--- src/rtl/mode_sel_pkg.sv ---
// Shared types and helpers for the mode-select menu FSM.
package mode_sel_pkg;

   typedef enum logic [1:0] {
      IDLE   = 2'b00,
      BROWSE = 2'b01,
      COMMIT = 2'b10
   } state_t;

   function automatic int unsigned wrap_inc(input int unsigned x,
                                            input int unsigned n);
      return (x == n - 1) ? 32'd0 : x + 32'd1;
   endfunction

endpackage

--- src/rtl/mode_sel_fsm_btn_edge.sv ---
// Button rise detector; MODE_SEL_SYNC_EN adds a 2-flop synchroniser in front.
module btn_edge
   import mode_sel_pkg::*;
(
   input  logic clk,
   input  logic rst_n,
   input  logic in,
   output logic rise
);

   logic src;
   logic prev_q;

`ifdef MODE_SEL_SYNC_EN
   logic s1_q, s2_q;

   always_ff @(posedge clk or negedge rst_n) begin
      if (!rst_n) begin
         s1_q <= 1'b0;
         s2_q <= 1'b0;
      end else begin
         s1_q <= in;
         s2_q <= s1_q;
      end
   end

   assign src = s2_q;
`else
   assign src = in;
`endif

   // prev_q resets low so a button held through reset counts as one edge
   always_ff @(posedge clk or negedge rst_n) begin
      if (!rst_n) prev_q <= 1'b0;
      else        prev_q <= src;
   end

   assign rise = src & ~prev_q;

endmodule

--- src/rtl/mode_sel_fsm.sv ---
// Clocked op/select menu FSM choosing the datapath mode.
// Define MODE_SEL_SYNC_EN to synchronise asynchronous button inputs.
module mode_sel_fsm
   import mode_sel_pkg::*;
#(
   parameter int NUM_MODES      = 4,
   parameter int TIMEOUT_CYCLES = 16,
   localparam int MODE_W        = $clog2(NUM_MODES)
) (
   input  logic              clk,
   input  logic              rst_n,
   input  logic              op,
   input  logic              select,
   output state_t            state,
   output logic [MODE_W-1:0] cand_mode,
   output logic [MODE_W-1:0] active_mode,
   output logic              commit_pulse,
   output logic              busy
);

   localparam int TIMER_W = $clog2(TIMEOUT_CYCLES);
   localparam logic [TIMER_W-1:0] TMAX = TIMER_W'(TIMEOUT_CYCLES - 1);

   state_t              state_q, state_d;
   logic [MODE_W-1:0]   cand_q, cand_d;
   logic [MODE_W-1:0]   active_q, active_d;
   logic [TIMER_W-1:0]  timer_q, timer_d;
   logic                op_rise, sel_rise;

   function automatic logic [MODE_W-1:0] inc(input logic [MODE_W-1:0] x);
      return MODE_W'(wrap_inc(32'(x), NUM_MODES));
   endfunction

   btn_edge u_op_edge (
      .clk   (clk),
      .rst_n (rst_n),
      .in    (op),
      .rise  (op_rise)
   );

   btn_edge u_sel_edge (
      .clk   (clk),
      .rst_n (rst_n),
      .in    (select),
      .rise  (sel_rise)
   );

   always_ff @(posedge clk or negedge rst_n) begin
      if (!rst_n) begin
         state_q  <= IDLE;
         cand_q   <= '0;
         active_q <= '0;
         timer_q  <= '0;
      end else begin
         state_q  <= state_d;
         cand_q   <= cand_d;
         active_q <= active_d;
         timer_q  <= timer_d;
      end
   end

   always_comb begin
      state_d  = state_q;
      cand_d   = cand_q;
      active_d = active_q;
      timer_d  = '0;
      case (state_q)
         IDLE: begin
            cand_d = active_q;
            if (op_rise) begin
               state_d = BROWSE;
               cand_d  = inc(active_q);
            end
         end
         BROWSE: begin
            if (sel_rise) begin
               state_d  = COMMIT;
               active_d = cand_q;
            end else if (op_rise) begin
               cand_d = inc(cand_q);
            end else if (timer_q == TMAX) begin
               state_d = IDLE;
               cand_d  = active_q;
            end else begin
               timer_d = timer_q + 1'b1;
            end
         end
         COMMIT: begin
            state_d = IDLE;
            cand_d  = active_q;
         end
         default: state_d = IDLE;
      endcase
   end

   // all outputs decode registered state only
   assign state        = state_q;
   assign cand_mode    = cand_q;
   assign active_mode  = active_q;
   assign commit_pulse = (state_q == COMMIT);
   assign busy         = (state_q != IDLE);

endmodule

--- config.mk ---
export PLATFORM = sky130hd
export DESIGN_NAME = mode_sel_fsm
export DESIGN_NICKNAME = d
export VERILOG_FILES = /design/src/rtl/mode_sel_pkg.sv /design/src/rtl/mode_sel_fsm_btn_edge.sv /design/src/rtl/mode_sel_fsm.sv
export SDC_FILE = /design/constraint.sdc
export NUM_CORES = 1
export LEC_CHECK = 0
export ABC_CLOCK_PERIOD_IN_PS = 1450
export CAP_MARGIN = 20
export CORE_UTILIZATION = 45
export CTS_BUF_LIST = sky130_fd_sc_hd__clkbuf_4 sky130_fd_sc_hd__clkbuf_8
export CTS_CLUSTER_DIAMETER = 40
export DETAILED_ROUTE_END_ITERATION = 10
export PLACE_DENSITY = 0.72
export SYNTH_ARGS = -nofsm -noshare
export SYNTH_HDL_FRONTEND = slang
export SYNTH_SLANG_ARGS = --single-unit
--- constraint.sdc ---
create_clock -name clk -period 1.45 [get_ports clk]
set_input_delay 0.29 -clock clk [delete_from_list [all_inputs] [get_ports clk]]
set_output_delay 0.29 -clock clk [all_outputs]
set_load 0.01 [all_outputs]
# ---- After elaboration in Yosys (flattened, before gate mapping)
# Index checks and enable logic that the tools add are counted.
# W data, S select, Z words.
dict set report totals {
  ff_bits 12
  input_bits 4
  elab_cells 45
  out_inout_bits 8
}
dict set report classes {
  n_addsub 3
  reduce_logical 6
  bitwise 4
  n_eq_ne 10
  muxes 16
}
# op count
set op_table {}
lappend op_table {{$mux W2} 10}
lappend op_table {{$mux W4} 4}
lappend op_table {{$ne A3 B3 Y1 const B} 3}
lappend op_table {{$eq A2 B2 Y1 const B} 3}
lappend op_table {{$pmux W2 S3} 1}
lappend op_table {{$reduce_and A3 Y1} 2}
lappend op_table {{$add A2 B1 Y2 const B} 2}
lappend op_table {{$add A4 B1 Y4 const B} 1}
lappend op_table {{$eq A4 B4 Y1 const B} 1}
lappend op_table {{$ne A2 B2 Y1 const B} 2}
lappend op_table {{$pmux W2 S2} 1}
lappend op_table {{$reduce_bool A3 Y1} 1}
lappend op_table {{$and A1 B1 Y1} 2}
lappend op_table {{$eq A2 B1 Y1 const B} 1}
lappend op_table {{$logic_not A2 Y1} 1}
lappend op_table {{$not A1 Y1} 2}
lappend op_table {{$reduce_and A2 Y1} 1}
lappend op_table {{$reduce_bool A2 Y1} 1}

# ---- Logic depth before layout (Yosys ltp)
dict set report logic_depth {
  word_depth 5
  depth_mapped 7
}

# ---- Cells and area by module
# Synthesis repeated with hierarchy kept, for this count alone.
dict set report unflattened {
  cells_unflattened 70
  hier_area_um2 723.2
}
# mod instances area_per_inst_um2 cells_per_inst
set by_module_without_submodules {}
lappend by_module_without_submodules {mode_sel_fsm 1 645.6 66}
lappend by_module_without_submodules {btn_edge 2 38.8 2}

# ---- Worst setup path before layout
# Ideal clock, no wire load.
dict set report synth_path {
  path_kind {reg2reg}
  start {register state_q[1] (netlist: state[1])}
  end {register cand_q[1] (netlist: cand_mode[1])}
  synth_period_minus_slack_ns 1.673
  required_ns 1.355
  setup_slack_ns -0.223
  setup_time_ns 0.095
  stages_incl_launch_ff 7
  arrival_ns 1.578
  n_path_buf 1
  cell_sequence {dfrtp_1 > inv_1 > ha_1 > buf_6 > and3b_4 > a311o_1 > o31ai_1}
}
dict set report synth_via {
  elab_chain_cells 3
  word_cells_on_any_way 8
  cone_classes {eq/ne: 4; mux: 1; reduce/logical: 3}
}
# element line_no
set synth_rtl {}
lappend synth_rtl {{start: declaration} mode_sel_fsm.sv:24} ;# state_t state_q, state_d;
lappend synth_rtl {{start signal: assignment} mode_sel_fsm.sv:55} ;# state_q <= state_d;
lappend synth_rtl {{$eq A2 B1 Y1, or another cell as far along} mode_sel_fsm.sv:67} ;# case (state_q)
lappend synth_rtl {{$ne A3 B3 Y1 (no source line), or another cell as far along} --}
lappend synth_rtl {{$reduce_and A3 Y1 (no source line)} --}
lappend synth_rtl {{end signal: assignment} mode_sel_fsm.sv:56} ;# cand_q <= cand_d;
lappend synth_rtl {{end: declaration} mode_sel_fsm.sv:25} ;# logic [MODE_W-1:0] cand_q, cand_d;
# Parallel ways exist; a longest one is shown, timed or not.
# A chain may end at the register's enable or synchronous reset.

# ---- Worst setup path in the final report
dict set report layout_path {
  start {register state_q[0] (netlist: state[0])}
  end {register cand_q[0] (netlist: cand_mode[0])}
}
# The elaborated chain is that of the path after synthesis.

==> flow_summary.yaml <==
floorplanning:
  chipHeight_um: 41.7
  start_util_pct: 51.2
  die_w_um: 41.7
  ios: 12
  die-area_um2: 1740
  fp.coreArea_um2: 1380
  rows: 13
timing:
  relSlewSlack_pct: 86.2
  fin_crit_sh_pct: 107
  setup_viol: 5
  final.setup.tns_ns: -0.314
  tightest_slew_ns: 0.205
  holdWs_ns: 0.301
  grt_setup_unrepaired: "yes"
  skew_ns: 0.00130
  report.final.slew_viol_count: 0
  hold_violations: 0
  layout_setup_ws_ns: -0.0985
  fmaxAchievable_mhz: 646
  min_period_ns: 1.55
power:
  power.switching_mw: 0.846
  vdd.ir_drop.worst_v: 0.00145
  swShare_pct: 38.0
  power-per-cell-area_nw_per_um2: 2020
  p_seq_share_pct: 23.0
  power.internal_mw: 1.38
  p_leak_nw: 0.538
  pwr-share-comb_pct: 64.4
  clock_power_share_pct: 12.6
placed_design:
  portBuffers: 11
  dpl_cell_area_um2: 952
  dp_hpwl_um: 1080
  gp_congestion: 0.833
finish:
  nets: 119
  syn_to_final_growth_pct: 55.5
  n_antenna_cell: 0
  stdcell_area_um2: 1100
  drive_above_1_share_pct: 47.2
  fin_util_pct: 79.6
yosys:
  yosys_register_bits: 12
  ys_async_sr_fraction_pct: 100
  postSynthCellCount: 67
  netlist_top_cells_count: "dfrtp_1 (12), ha_1 (8), nor2_1 (7)"
  syn-num-nets: 79
  synth_edf_count: 0
  yosysWarnings: 0
  post_synth.cell_area_avg_um2: 10.6
  synth_cell_type_count: 24
  synthTopCellsByArea: "dfrtp_1 (42%), ha_1 (14%), mux2_2 (8.0%), nor2_1 (3.7%), nand2_1 (3.2%)"
  ys_seq_area_share_pct: 42.4
  synth_ff_type: "dfrtp_1"
  synth_area_um2: 708
  post-synth-top-area-cell: "dfrtp_1"
  netlist.area_leader.share_pct: 42.4
  synthMostInstantiatedCell: "dfrtp_1"
route:
  avgRoutedWirePerCell_um: 14.0
  num_vias: 623
  routed_wl_um: 1700
  dr.pass1.iters: 4
  ant_nets: 0
  vias_per_cell: 5.15
  drtIter0Drc: 11
  drc: 0
status:
  violations: "negative setup slack"
  status: "finished, violations left"
global_routing:
  grt_pass1_vias: 591
  grt_overflow: 0
  antenna_found_initial: 0
  grtUsageTotal_pct: 21.2
  grt_pass1_wl_um: 2700
  grt_max_degree: 13
critical_path:
  cp_max_fo: 4
  criticalPathCategory: "register to register"
  critical_path.max_stage_delay_ns: 0.40
  crit_arrival_ns: 1.74
  start_kind: "register"
  path_cells: "buf_6 -> ha_4 -> and3b_4 -> a311o_1 -> o31ai_1"
  crit_path_top_delay_cell: "dfrtp_1"
  crit_family: "compound AO/OA/AOI/OAI gates"
  end_kind: "register"
  crit_required_ns: 1.64
  cp.buffers_inverters: 1
clock_tree:
  cts.clk_slew.worst_paths_ns: 0.08
  htreeDepth: 1
  cts.path.max_buffers: 2
  cts-root-buf: "clkbuf_4"
  cts_buffers: 3
  cts_sinks: 12
  clock_latency_ns: 0.28
  tritoncts: "done"
hold_path:
  hold_class: "primary input to asynchronous set/reset pin"
run:
  cap_violations: 0
-- placed cells by master, fill, tap and decap left out, drive strengths merged --
cell / n
clkdlybuf4s15: 1
xor2: 1
nor2: 7
and3b: 1
clkdlybuf4s50: 3
nand2: 6
a32oi: 1
xnor2: 1
clkbuf: 5
mux2: 6
a311o: 1
a211oi: 1
o31ai: 2
inv: 4
buf: 28
nand3: 4
a21oi: 4
nor3: 1
nand2b: 3
dfrtp: 12
o22ai: 1
nand4: 1
ha: 8
dlygate4sd2: 4
-- power by group through the flow --
stage / combinational (mW) / clock (mW) / sequential [mW]
after floorplan: 0.570 / 0 / 0.583
after global placement: 1.10 / 0 / 0.551
after detailed placement: 1.11 / 0 / 0.556
after CTS: 1.24 / 0.288 / 0.500
after global routing: 1.56 / 0.303 / 0.521
final: 1.43 / 0.281 / 0.511
-- worst reg2reg max path: cells and delay by family (launching register included) --
family / cells / cell delay, ns
buffers and inverters: 1 / 0.13
adder cells (fa/ha/maj): 1 / 0.15
AND/OR/NAND/NOR: 1 / 0.18
flip-flops: 1 / 0.40
AO/OA/AOI/OAI: 2 / 0.59
-- per-stage QoR --
stage | instances | setup slack, ns | power [mW]
2_1_floorplan | 67 | -0.0852 | 1.15
3_3_place_gp | 108 | -0.185 | 1.65
3_5_place_dp | 108 | -0.212 | 1.67
4_1_cts | 117 | -0.129 | 2.03
5_1_grt | 121 | -0.162 | 2.38
6_report | 121 | -0.0985 | 2.23
-- final cells by class --
| class | instances | area (µm²) |
|---|---|---|
| multi-input combinational | 49 | 428 |
| fill | 91 | 282 |
| sequential | 12 | 302 |
| tap | 15 | 18.8 |
| clock buffer | 4 | 36.3 |
| inverter | 4 | 17.5 |
| timing repair buffer | 37 | 299 |
-- path summary, 6_finish.rpt --
kind	from	end	slack, ns	cells past startpoint
min in group clk	select	u_sel_edge.prev_q	0.50	1
min	rst_n	active_mode[0]	0.30	2
min reg2reg	timer_q[0]	timer_q[0]	0.56	2
max	state[0]	cand_mode[0]	-0.1	5
max reg2reg	state[0]	cand_mode[0]	-0.1	5
max in group asynchronous	rst_n	state[1]	0.98	2
-- timing repair --
item,4_1_cts,5_1_grt
gates cloned,0,0
pin swaps,0,4
setup buffers,5,4
hold buffers,0,0
endpoints found under the hold margin,0,0
resized for setup,16,14
setup endpoints to repair,10,8
-- state kept, by name, indices dropped and copies added, names as in the netlist --
signal / count
state: 2
timer_q: 4
cand_mode: 2
active_mode: 2
u_op_edge.prev_q: 1
u_sel_edge.prev_q: 1
-- cells by family after synthesis --
kind of cell	share of synthesized area, %
and+or+nand+nor	17.5
DFF	42.4
AOI/OAI and AO/OA	9.54
adders and majority gates	14.1
buffers and inverters	4.42
muxes	9.54
xor gates and xnor gates	2.47
-- per-layer routing --
metal / vias up / share of wire (%) / wire length [µm] / global-route usage [%]
li1: 312 / - / - / -
met3: 5 / 3.7 / 63 / 4.78
met1: 294 / 49 / 829 / 28.7
met5: - / 0 / 0 / 0
met4: 0 / 2.8 / 47 / 14.8
met2: 12 / 45 / 758 / 29.7
(Power assumes the default switching activity.)
